$ cat config.mk
export PLATFORM = sky130hd
export DESIGN_NAME = timer_apb_sequencer
export DESIGN_NICKNAME = d
export VERILOG_FILES = /design/src/rtl/timer_seq_pkg.sv /design/src/rtl/apb_xfer_master.sv /design/src/rtl/timer_apb_sequencer.sv
export SDC_FILE = /design/constraint.sdc
export NUM_CORES = 1
export LEC_CHECK = 0
export CAP_MARGIN = 10
export CORE_ASPECT_RATIO = 1.1
export CORE_UTILIZATION = 38
export DETAILED_ROUTE_END_ITERATION = 8
export SETUP_SLACK_MARGIN = 0.3
export SYNTH_ARGS = -nofsm -noshare
export SYNTH_HDL_FRONTEND = slang
export SYNTH_SLANG_ARGS = --single-unit
$ cat constraint.sdc
create_clock -name sys_clk -period 11.2 [get_ports sys_clk]
set_clock_uncertainty 0.05 [all_clocks]
set_input_delay 2.24 -clock sys_clk [delete_from_list [all_inputs] [get_ports sys_clk]]
set_output_delay 2.24 -clock sys_clk [all_outputs]
set_load 0.03 [all_outputs]
$ cat src/rtl/timer_seq_pkg.sv
// Shared definitions for the timer APB sequencer: register map, TCR layout,
// FSM state encodings and the TCR word builder.
package timer_seq_pkg;

    localparam logic [11:0] ADDR_TCR   = 12'h000;
    localparam logic [11:0] ADDR_TDR0  = 12'h004;
    localparam logic [11:0] ADDR_TDR1  = 12'h008;
    localparam logic [11:0] ADDR_TCMP0 = 12'h00C;
    localparam logic [11:0] ADDR_TCMP1 = 12'h010;
    localparam logic [11:0] ADDR_TIER  = 12'h014;
    localparam logic [11:0] ADDR_TISR  = 12'h018;

    localparam int          TCR_EN_BIT     = 0;
    localparam int          TCR_DIV_EN_BIT = 1;
    localparam int          TCR_DIV_LSB    = 8;
    localparam logic [3:0]  DIV_MAX        = 4'd8;

    typedef enum logic [3:0] {
        ST_IDLE, ST_RD_LO, ST_RD_HI, ST_WR_C0, ST_WR_C1, ST_WR_IE,
        ST_WR_EN, ST_WAIT, ST_CLR, ST_DIS_T, ST_DIS_I, ST_ERR
    } seq_state_e;

    typedef enum logic [1:0] {
        PH_IDLE, PH_SETUP, PH_ACCESS
    } apb_phase_e;

    function automatic logic [31:0] tcr_word(input logic [3:0] div_val,
                                             input logic div_en,
                                             input logic en);
        logic [31:0] w;
        w = 32'h0000_0000;
        w[TCR_DIV_LSB +: 4] = div_val;
        w[TCR_DIV_EN_BIT]   = div_en;
        w[TCR_EN_BIT]       = en;
        return w;
    endfunction

    function automatic logic [3:0] clamp_div(input logic [3:0] div_val);
        return (div_val > DIV_MAX) ? DIV_MAX : div_val;
    endfunction

endpackage

$ cat src/rtl/apb_xfer_master.sv
// Single-transfer APB master: SETUP then ACCESS until pready, or abort after
// PREADY_TMO ACCESS cycles. ack/timeout are one-cycle pulses after the end.
module apb_xfer_master
    import timer_seq_pkg::*;
#(
    parameter int PREADY_TMO = 16
) (
    input  logic        clk,
    input  logic        rst_n,
    input  logic        req,
    input  logic [11:0] addr,
    input  logic [31:0] wdata,
    input  logic        write,
    output logic        ack,
    output logic [31:0] rdata,
    output logic        timeout,
    output logic        psel,
    output logic        penable,
    output logic        pwrite,
    output logic [11:0] paddr,
    output logic [31:0] pwdata,
    input  logic [31:0] prdata,
    input  logic        pready
);

    localparam int TW = $clog2(PREADY_TMO + 1);

    apb_phase_e      phase_r, phase_nx;
    logic [TW-1:0]   wait_cnt_r;
    logic            done_s, tmo_s;
    logic            psel_r, penable_r, pwrite_r, ack_r, timeout_r;
    logic [11:0]     paddr_r;
    logic [31:0]     pwdata_r, rdata_r;

    // Phase register
    always_ff @(posedge clk or negedge rst_n) begin
        if (!rst_n) phase_r <= PH_IDLE;
        else        phase_r <= phase_nx;
    end

    // Phase sequencing, completion and timeout detection
    always_comb begin
        phase_nx = phase_r;
        done_s   = 1'b0;
        tmo_s    = 1'b0;
        case (phase_r)
            PH_IDLE: begin
                if (req) phase_nx = PH_SETUP;
                else     phase_nx = PH_IDLE;
            end
            PH_SETUP: phase_nx = PH_ACCESS;
            PH_ACCESS: begin
                if (pready) begin
                    done_s   = 1'b1;
                    phase_nx = PH_IDLE;
                end else if (wait_cnt_r == TW'(PREADY_TMO - 1)) begin
                    tmo_s    = 1'b1;
                    phase_nx = PH_IDLE;
                end else begin
                    phase_nx = PH_ACCESS;
                end
            end
            default: phase_nx = PH_IDLE;
        endcase
    end

    // Registered bus signals, wait counter and result pulses
    always_ff @(posedge clk or negedge rst_n) begin
        if (!rst_n) begin
            psel_r     <= 1'b0;
            penable_r  <= 1'b0;
            pwrite_r   <= 1'b0;
            paddr_r    <= 12'h000;
            pwdata_r   <= 32'h0000_0000;
            rdata_r    <= 32'h0000_0000;
            ack_r      <= 1'b0;
            timeout_r  <= 1'b0;
            wait_cnt_r <= {TW{1'b0}};
        end else begin
            psel_r    <= (phase_nx != PH_IDLE);
            penable_r <= (phase_nx == PH_ACCESS);
            ack_r     <= done_s;
            timeout_r <= tmo_s;
            if (phase_r == PH_IDLE && req) begin
                paddr_r  <= addr;
                pwdata_r <= wdata;
                pwrite_r <= write;
            end
            if (done_s) rdata_r <= prdata;
            if (phase_r == PH_ACCESS && phase_nx == PH_ACCESS) wait_cnt_r <= wait_cnt_r + TW'(1);
            else                                               wait_cnt_r <= {TW{1'b0}};
        end
    end

    assign psel    = psel_r;
    assign penable = penable_r;
    assign pwrite  = pwrite_r;
    assign paddr   = paddr_r;
    assign pwdata  = pwdata_r;
    assign ack     = ack_r;
    assign rdata   = rdata_r;
    assign timeout = timeout_r;

endmodule

$ cat src/rtl/timer_apb_sequencer.sv
// Programs the 64-bit timer over APB: arms a compare at count+period, services
// each interrupt by clearing TISR and, in periodic mode, re-arms at cmp+period.
module timer_apb_sequencer
    import timer_seq_pkg::*;
#(
    parameter int PREADY_TMO = 16,
    parameter int CNT_W      = 16
) (
    input  logic             sys_clk,
    input  logic             sys_rst_n,
    input  logic             start,
    input  logic             stop,
    input  logic             periodic,
    input  logic [63:0]      period,
    input  logic             div_en,
    input  logic [3:0]       div_val,
    output logic             tim_psel,
    output logic             tim_penable,
    output logic             tim_pwrite,
    output logic [11:0]      tim_paddr,
    output logic [31:0]      tim_pwdata,
    input  logic [31:0]      tim_prdata,
    input  logic             tim_pready,
    input  logic             tim_int,
    output logic             busy,
    output logic             done,
    output logic [CNT_W-1:0] expire_cnt,
    output logic             cfg_err,
    output logic             bus_err
);

    seq_state_e       state_r, state_nx, after_s;
    logic [63:0]      cmp_r, period_r;
    logic [31:0]      tdr_lo_r, wdata_s, xfer_rdata_s;
    logic [11:0]      addr_s;
    logic [3:0]       div_val_r;
    logic             periodic_r, div_en_r, first_arm_r, issued_r;
    logic             int_pend_r, stop_pend_r, int_sync_r, int_prev_r;
    logic             req_s, write_s, bus_s, xfer_ack_s, xfer_tmo_s;
    logic             idle_like_s, accept_s, reject_s, int_edge_s;
    logic             done_r, cfg_err_r, bus_err_r, busy_r;
    logic [CNT_W-1:0] expire_cnt_r;

    assign idle_like_s = (state_r == ST_IDLE) || (state_r == ST_ERR);
    assign accept_s    = idle_like_s && start && (period != 64'h0);
    assign reject_s    = idle_like_s && start && (period == 64'h0);
    assign int_edge_s  = int_sync_r & ~int_prev_r;

    apb_xfer_master #(.PREADY_TMO(PREADY_TMO)) u_xfer (
        .clk(sys_clk), .rst_n(sys_rst_n),
        .req(req_s), .addr(addr_s), .wdata(wdata_s), .write(write_s),
        .ack(xfer_ack_s), .rdata(xfer_rdata_s), .timeout(xfer_tmo_s),
        .psel(tim_psel), .penable(tim_penable), .pwrite(tim_pwrite),
        .paddr(tim_paddr), .pwdata(tim_pwdata),
        .prdata(tim_prdata), .pready(tim_pready)
    );

    // State register
    always_ff @(posedge sys_clk or negedge sys_rst_n) begin
        if (!sys_rst_n) state_r <= ST_IDLE;
        else            state_r <= state_nx;
    end

    // Next state and the APB transfer requested by each state
    always_comb begin
        state_nx = state_r;
        after_s  = ST_IDLE;
        bus_s    = 1'b1;
        req_s    = 1'b0;
        write_s  = 1'b1;
        addr_s   = ADDR_TCR;
        wdata_s  = 32'h0000_0000;
        case (state_r)
            ST_IDLE, ST_ERR: begin
                bus_s = 1'b0;
                if (accept_s) state_nx = ST_RD_LO;
                else          state_nx = state_r;
            end
            ST_RD_LO: begin write_s = 1'b0; addr_s = ADDR_TDR0; after_s = ST_RD_HI; end
            ST_RD_HI: begin write_s = 1'b0; addr_s = ADDR_TDR1; after_s = ST_WR_C0; end
            ST_WR_C0: begin addr_s = ADDR_TCMP0; wdata_s = cmp_r[31:0];  after_s = ST_WR_C1; end
            ST_WR_C1: begin
                addr_s  = ADDR_TCMP1;
                wdata_s = cmp_r[63:32];
                after_s = first_arm_r ? ST_WR_IE : ST_WAIT;
            end
            ST_WR_IE: begin addr_s = ADDR_TIER; wdata_s = 32'h0000_0001; after_s = ST_WR_EN; end
            ST_WR_EN: begin addr_s = ADDR_TCR; wdata_s = tcr_word(div_val_r, div_en_r, 1'b1); after_s = ST_WAIT; end
            ST_WAIT: begin
                bus_s = 1'b0;
                // A fresh edge counts as pending so a stop in the same cycle still lets CLR go first
                if (int_pend_r || int_edge_s) state_nx = ST_CLR;
                else if (stop_pend_r)         state_nx = ST_DIS_T;
                else                          state_nx = ST_WAIT;
            end
            ST_CLR: begin
                addr_s  = ADDR_TISR;
                wdata_s = 32'h0000_0001;
                after_s = (stop_pend_r || !periodic_r) ? ST_DIS_T : ST_WR_C0;
            end
            ST_DIS_T: begin addr_s = ADDR_TCR; wdata_s = tcr_word(div_val_r, div_en_r, 1'b0); after_s = ST_DIS_I; end
            ST_DIS_I: begin addr_s = ADDR_TIER; wdata_s = 32'h0000_0000; after_s = ST_IDLE; end
            default: begin bus_s = 1'b0; state_nx = ST_IDLE; end
        endcase
        if (bus_s) begin
            req_s = !issued_r;
            if (xfer_tmo_s)      state_nx = ST_ERR;
            else if (xfer_ack_s) state_nx = after_s;
            else                 state_nx = state_r;
        end else begin
            req_s = 1'b0;
        end
    end

    // Handshake bookkeeping and pending-event flags
    always_ff @(posedge sys_clk or negedge sys_rst_n) begin
        if (!sys_rst_n) begin
            issued_r    <= 1'b0;
            int_sync_r  <= 1'b0;
            int_prev_r  <= 1'b0;
            int_pend_r  <= 1'b0;
            stop_pend_r <= 1'b0;
        end else begin
            int_sync_r <= tim_int;
            int_prev_r <= int_sync_r;
            if (xfer_ack_s || xfer_tmo_s) issued_r <= 1'b0;
            else if (req_s)               issued_r <= 1'b1;
            if (int_edge_s)                              int_pend_r <= 1'b1;
            else if (state_r == ST_CLR && xfer_ack_s)    int_pend_r <= 1'b0;
            else if (accept_s)                           int_pend_r <= 1'b0;
            if (!idle_like_s && stop)                    stop_pend_r <= 1'b1;
            else if (state_r == ST_DIS_I && xfer_ack_s)  stop_pend_r <= 1'b0;
            else if (accept_s)                           stop_pend_r <= 1'b0;
        end
    end

    // Configuration capture, compare arithmetic and registered status outputs
    always_ff @(posedge sys_clk or negedge sys_rst_n) begin
        if (!sys_rst_n) begin
            period_r     <= 64'h0;
            cmp_r        <= 64'h0;
            tdr_lo_r     <= 32'h0000_0000;
            periodic_r   <= 1'b0;
            div_en_r     <= 1'b0;
            div_val_r    <= 4'h0;
            first_arm_r  <= 1'b0;
            expire_cnt_r <= {CNT_W{1'b0}};
            done_r       <= 1'b0;
            cfg_err_r    <= 1'b0;
            bus_err_r    <= 1'b0;
            busy_r       <= 1'b0;
        end else begin
            done_r    <= (state_r == ST_CLR) && xfer_ack_s;
            cfg_err_r <= reject_s;
            busy_r    <= (state_nx != ST_IDLE) && (state_nx != ST_ERR);
            if (accept_s) begin
                period_r     <= period;
                periodic_r   <= periodic;
                div_en_r     <= div_en;
                div_val_r    <= clamp_div(div_val);
                first_arm_r  <= 1'b1;
                expire_cnt_r <= {CNT_W{1'b0}};
                bus_err_r    <= 1'b0;
            end
            if (xfer_tmo_s) bus_err_r <= 1'b1;
            if (xfer_ack_s) begin
                case (state_r)
                    ST_RD_LO: tdr_lo_r <= xfer_rdata_s;
                    ST_RD_HI: cmp_r    <= {xfer_rdata_s, tdr_lo_r} + period_r;
                    ST_WR_C1: first_arm_r <= 1'b0;
                    ST_CLR: begin
                        if (expire_cnt_r != {CNT_W{1'b1}}) expire_cnt_r <= expire_cnt_r + CNT_W'(1);
                        if (!stop_pend_r && periodic_r)    cmp_r <= cmp_r + period_r;
                    end
                    default: ;
                endcase
            end
        end
    end

    assign busy       = busy_r;
    assign done       = done_r;
    assign expire_cnt = expire_cnt_r;
    assign cfg_err    = cfg_err_r;
    assign bus_err    = bus_err_r;

endmodule

# After elaboration in Yosys (flattened, before gate mapping)
# Cells that the tools add are included.
# word_totals
register_bits,284
input_bits,108
word_cells,132
output_inout_bits,67
# op_classes
n_lt_le_gt_ge,1
n_mux,43
reduce_logical,36
bitwise_logic,2
n_addsub,4
eq_ne,18
# op_table
cell,count
32-bit one-hot mux with 5 select lines,1
64-bit adder,2
64-bit one-hot mux with 2 select lines,1
64-bit zero test,1
16-bit 2-to-1 mux,4
64-bit 2-to-1 mux,1
64-bit nonzero test,1
4-bit 2-to-1 mux,8
4-bit one-hot mux with 8 select lines,1
5-bit one-hot mux with 6 select lines,1
1-bit 2-to-1 mux,20
16-bit by 1-bit adder with 16-bit output (second input constant),1
4-bit by 3-bit == test with 1-bit output (second input constant),4
4-bit == test (second input constant),4
16-bit != test (second input constant),1
4-bit one-hot mux with 3 select lines,1
1-bit logical AND,10
9-bit OR reduction,1
4-bit by 2-bit == test with 1-bit output (second input constant),2
2-bit nonzero test,4
2-bit OR reduction,4
2-bit 2-to-1 mux,3
2-bit one-hot mux with 3 select lines,1
3-bit nonzero test,2
other kinds (18),25

# Logic depth before layout (Yosys ltp)
# logic_depth
word_depth,9
mapped_depth,18
ltp_nobuf,15

# By module
# Synthesis repeated with hierarchy kept, for this count alone.
# hier_totals
hier_cells,1703
area_unflattened_um2,16326.9
# modules_own_cells
module,cells_each,seq_area_each_um2,n_inst,area_per_inst_um2
timer_apb_sequencer,1506,4904.7,1,13008.7
apb_xfer_master,197,2202.1,1,3318.2

# Worst setup path after synthesis
# No wires, ideal clock.
# synth_timing
path_kind,reg2reg
startpoint,reg state_r[2]
endpoint,reg cmp_r[54]
t_arrival_ns,4.484
stages_incl_launch_ff,19
path_slack_ns,6.540
required_ns,11.024
n_path_buf,3
setup_ns,0.126
period_less_slack_ns,4.660
path_cell_list,dfrtp_1 -> clkbuf_1 -> nand2b_1 -> nor3_2 -> clkbuf_1 -> clkbuf_1 -> mux2_2 -> ha_1 -> fa_1 -> a21o_1 -> a221oi_2 -> or4b_4 -> nand3_2 -> o21ai_2 -> a21bo_1 -> a21o_1 -> o21ai_2 -> a211o_1 -> a221o_1
# synth_between
elab_chain_cells,3
word_cells_on_any_way,6
classes_between,3 x eq/ne; 1 x mux; 2 x reduce/logical
# synth_rtl
item,line,source
"start, declared",timer_apb_sequencer.sv:32,"seq_state_e state_r, state_nx, after_s;"
"start signal, assigned",timer_apb_sequencer.sv:61,else state_r <= state_nx;
4-bit == test or 4-bit by 2-bit == test with 1-bit output (tied branches),timer_apb_sequencer.sv:167,case (state_r)
2-bit by 1-bit != test with 1-bit output (no source line) or 2-bit nonzero test (tied branches),--,
3-bit AND reduction (no source line),--,
"end signal, assigned",timer_apb_sequencer.sv:169,"ST_RD_HI: cmp_r <= {xfer_rdata_s, tdr_lo_r} + period_r;"
"end signal, assigned",timer_apb_sequencer.sv:173,if (!stop_pend_r && periodic_r) cmp_r <= cmp_r + period_r;
"end, declared",timer_apb_sequencer.sv:33,"logic [63:0] cmp_r, period_r;"
# Several ways; a longest one is shown, not always the timed one.
# A chain may end at the register's enable or synchronous reset.

# Worst setup path in the final report
# layout_timing
startpoint,in period[31]
endpoint,"reg busy_r, in the netlist busy"
# layout_between
elab_chain_cells,7
word_cells_on_any_way,8
classes_between,1 x eq/ne; 3 x mux; 4 x reduce/logical
# layout_rtl
item,line,source
"start, declared",timer_apb_sequencer.sv:14,"input logic [63:0] period,"
64-bit nonzero test (*),timer_apb_sequencer.sv:45,assign accept_s = idle_like_s && start && (period != 64'h0);
1-bit logical AND (*),timer_apb_sequencer.sv:45,
4-bit 2-to-1 mux (*),timer_apb_sequencer.sv:76,if (accept_s) state_nx = ST_RD_LO;
4-bit one-hot mux with 3 select lines (*),timer_apb_sequencer.sv:73,case (state_r)
4-bit 2-to-1 mux (*),timer_apb_sequencer.sv:105,if (bus_s) begin
named net state_nx[1],timer_apb_sequencer.sv:32,
4-bit != test or 4-bit nonzero test (tied branches),timer_apb_sequencer.sv:155,busy_r <= (state_nx != ST_IDLE) && (state_nx != ST_ERR);
1-bit logical AND (*),timer_apb_sequencer.sv:155,
"end signal, assigned",timer_apb_sequencer.sv:155,
"end, declared",timer_apb_sequencer.sv:41,"logic done_r, cfg_err_r, bus_err_r, busy_r;"
# The timed path passes the listed nets; every way through them passes the cells marked *.

==> impl_metrics.py <==
metrics = {
    "global_route": {
        "grt_pass1_vias": 12400,
        "grt_use_total_pct": 22.6,
        "antenna_found_initial": 0,
        "grt_overflow": 0,
        "grt_pass1_wl_mm": 72.4,
        "grt_max_degree": 73,
    },
    "layout": {
        "mostFrequentLayoutCell": "dfrtp_1",
        "drive_above_1_share_pct": 15.0,
        "fin_nets": 1889,
        "final_cell_mix": "dfrtp_1, nand2_1, clkdlybuf4s50_1, mux2_2, o21ai_0",
        "seq_area_mm2": 0.00688,
        "multi_input_area_mm2": 0.00806,
        "antenna_cells": 0,
        "fillers": 3832,
        "areaGrowthSynthToFinish_pct": 20.8,
    },
    "pwr": {
        "p_total_mw": 5.07,
        "peakVddDrop_mv": 0.118,
        "p_per_area_mw_per_mm2": 272,
        "leakage_nw": 8.27,
    },
    "routing": {
        "wl_per_cell_um": 20.6,
        "routed_wl_mm": 46.3,
        "vias": 12500,
        "drtAntennaViolNets": 0,
        "first_pass_iters": 5,
        "drtIter0Drc": 737,
        "viasPerCell": 5.57,
        "drc": 0,
    },
    "setup_path": {
        "rr_startpoint": "state_r[2]",
        "crit_start": "period[31]",
        "critical_path_class": "in2reg",
        "worst_r2r_endpoint": "cmp_r[63]",
        "r2r_cells": 15,
        "worstPathArrival_ns": 6.86,
        "critPathCaptureType": "register",
        "cp_max_fo": 45,
        "worstSetupStartpointType": "input pin",
        "required_ns": 11.55,
        "regToRegSetupSlack_ns": 5.51,
    },
    "clocking": {
        "cts_setup_buffers": 0,
        "cts_buffers": 34,
        "insertion_delay_ns": 0.53,
        "clk_path_buf_depth": 3,
        "htreeDepth": 2,
        "cts_sinks": 275,
        "cts_tree": "done",
        "cts_root_buffer": "clkbuf_16",
        "cts_hold_buf": 0,
        "cts_resized": 0,
        "clk_pin_slew_ns": 0.06,
    },
    "synth": {
        "synthMuxAreaShare_pct": 11.9,
        "synth_flop_cell": "dfrtp_1",
        "ys_warn_count": 0,
        "synth-edff-count": 0,
        "synth_cell_type_count": 85,
        "avgSynthCellArea_um2": 9.72,
        "syn-cell-area_mm2": 0.0154,
        "ys_seq_elements": 275,
        "synth_async_sr_flop_share_pct": 100,
        "syn_inst": 1587,
        "synth_top_family_by_area": "compound AO/OA/AOI/OAI gates",
        "synth_xor_area_share_pct": 3.29,
        "ys_seq_area_share_pct": 44.6,
        "yosys.area_share.simple_pct": 14.5,
        "synth_compound_area_share_pct": 16.5,
        "yosys.area_share.adder_pct": 5.65,
    },
    "worst_hold_path": {
        "hold_path_class": "reg2reg",
        "worstHoldEndpoint": "int_prev_r",
        "hold_path.startpoint": "int_sync_r",
        "min_path_cells": 0,
    },
    "place": {
        "dpl_worst_slack_ns": 4.13,
        "port_buffers": 165,
        "routabilityCongestion": 0.899,
        "hpwl_mm": 33.7,
    },
    "timing": {
        "tightest_slew_ns": 1.21,
        "fin_crit_sh_pct": 58.1,
        "fin_hold_ws_ns": 0.334,
        "fmax_mhz": 154,
        "finalSetupTns_ns": 0,
        "finalWorstSetupSlack_ns": 4.70,
        "max_slew_margin_pct": 18.6,
        "hold_viol": 0,
        "rsz0062_at_grt": "no",
        "drv_slew": 0,
        "setup_violations": 0,
        "period_needed_ns": 6.50,
    },
    "die": {
        "ioPinCount": 175,
        "core_area_mm2": 0.0401,
        "row_count": 77,
        "fp.dieW_um": 194,
        "die_y_um": 213,
        "die_area_mm2": 0.0414,
        "initial_core_util_pct": 38.5,
    },
    "status": {
        "status": "complete, no violations",
    },
    "flow_run": {
        "maxCapViolCount": 0,
    },
}
==> metal layers <==
layer / track usage [%] / routed length, um / vias to the layer above / share of wire, %
met5: 0 / 0 / - / 0
met4: 7.72 / 1420 / 0 / 3.1
met3: 3.16 / 2050 / 68 / 4.4
met2: 37.1 / 21600 / 327 / 47
met1: 30.6 / 21300 / 6172 / 46
li1: - / - / 5960 / -
==> how the worst max path moves through the flow <==
stage,to,depth (start not counted)
after floorplan,cmp_r[54],18
after global placement,busy,10
after detailed placement,busy,10
after CTS,busy,10
after global routing,busy,10
final,busy,10
==> metrics by stage <==
step                cells  util (%)  area, um^2
floorplan            1595         -       15500
global placement     2189      43.6       17500
detailed placement   2189      43.6       17500
CTS                  2247      46.5       18600
global route         2247      46.5       18600
finish               2247      46.5       18600
==> sequential cells by signal, indices dropped and copies added, names as in the netlist, 3 cells and up <==
signal,count
cmp_r,64
period_r,64
tdr_lo_r,32
u_xfer.pwdata,32
u_xfer.rdata,32
expire_cnt,16
u_xfer.wait_cnt_r,5
div_val_r,4
state_r,4
u_xfer.paddr,3
==> synth_stat cells (5+ instances only) <==
cell type / instances / area, um^2
inv_1: 26 / 97.6
o21a_1: 8 / 60.1
a21oi_1: 87 / 435
a211o_1: 6 / 52.6
o21ai_1: 8 / 40.0
a222oi_1: 5 / 50.1
nor3_1: 20 / 100
nor2b_1: 8 / 50.1
xnor2_1: 29 / 254
clkbuf_1: 69 / 259
nor2_1: 58 / 218
or3_1: 7 / 43.8
mux2_2: 160 / 1800
buf_2: 14 / 70.1
nand2_1: 274 / 1030
nand4_1: 30 / 188
buf_1: 8 / 30.0
a21o_1: 36 / 270
buf_4: 9 / 67.6
a22oi_1: 27 / 203
nand2b_1: 15 / 93.8
nand3_1: 25 / 125
xor2_1: 29 / 254
o21ai_0: 137 / 686
o31ai_1: 7 / 52.6
dfrtp_1: 275 / 6880
o211ai_1: 9 / 67.6
ha_1: 68 / 851
nor4_1: 20 / 125
and3_1: 9 / 56.3
o21bai_1: 12 / 90.1
a31oi_1: 8 / 50.1
==> worst max-delay path, stage by stage <==
cell and delay [ns]:
clkdlybuf4s50_1 0.42, nor4_1 1.02, nand4_1 0.50, nor4_1 0.49
or2_4 0.63, buf_4 0.60, a22oi_1 0.18, o22ai_1 0.31
mux2i_1 0.14, a211o_1 0.28
==> area by class of cell <==
cell class,instances,area share (%)
multi-input combinational,1192,43.3
timing repair buffer,182,9.58
clock inverter,10,0.591
clock buffer,48,5.62
sequential,275,36.9
inverter,27,0.544
tap,513,3.45
==> cells by family (layout without fill, tap and decap cells) <==
logic type / count (synthesis) / in the layout
AO/OA/AOI/OAI: 402 / 402
XOR/XNOR: 58 / 58
adder cells (fa/ha/maj): 69 / 69
buffers and inverters: 128 / 267
flip-flops: 275 / 275
multiplexers: 164 / 164
other: 1 / 9
AND/OR/NAND/NOR: 490 / 490
==> power by group <==
part	switching (mW)	leakage [nW]	internal [mW]
Clock	0.436	0.573	0.696
Combinational	1.39	4.10	1.01
Sequential	0.269	3.59	1.27
Total	2.09	8.27	2.98
No activity file was read; power rests on OpenSTA's default activity.
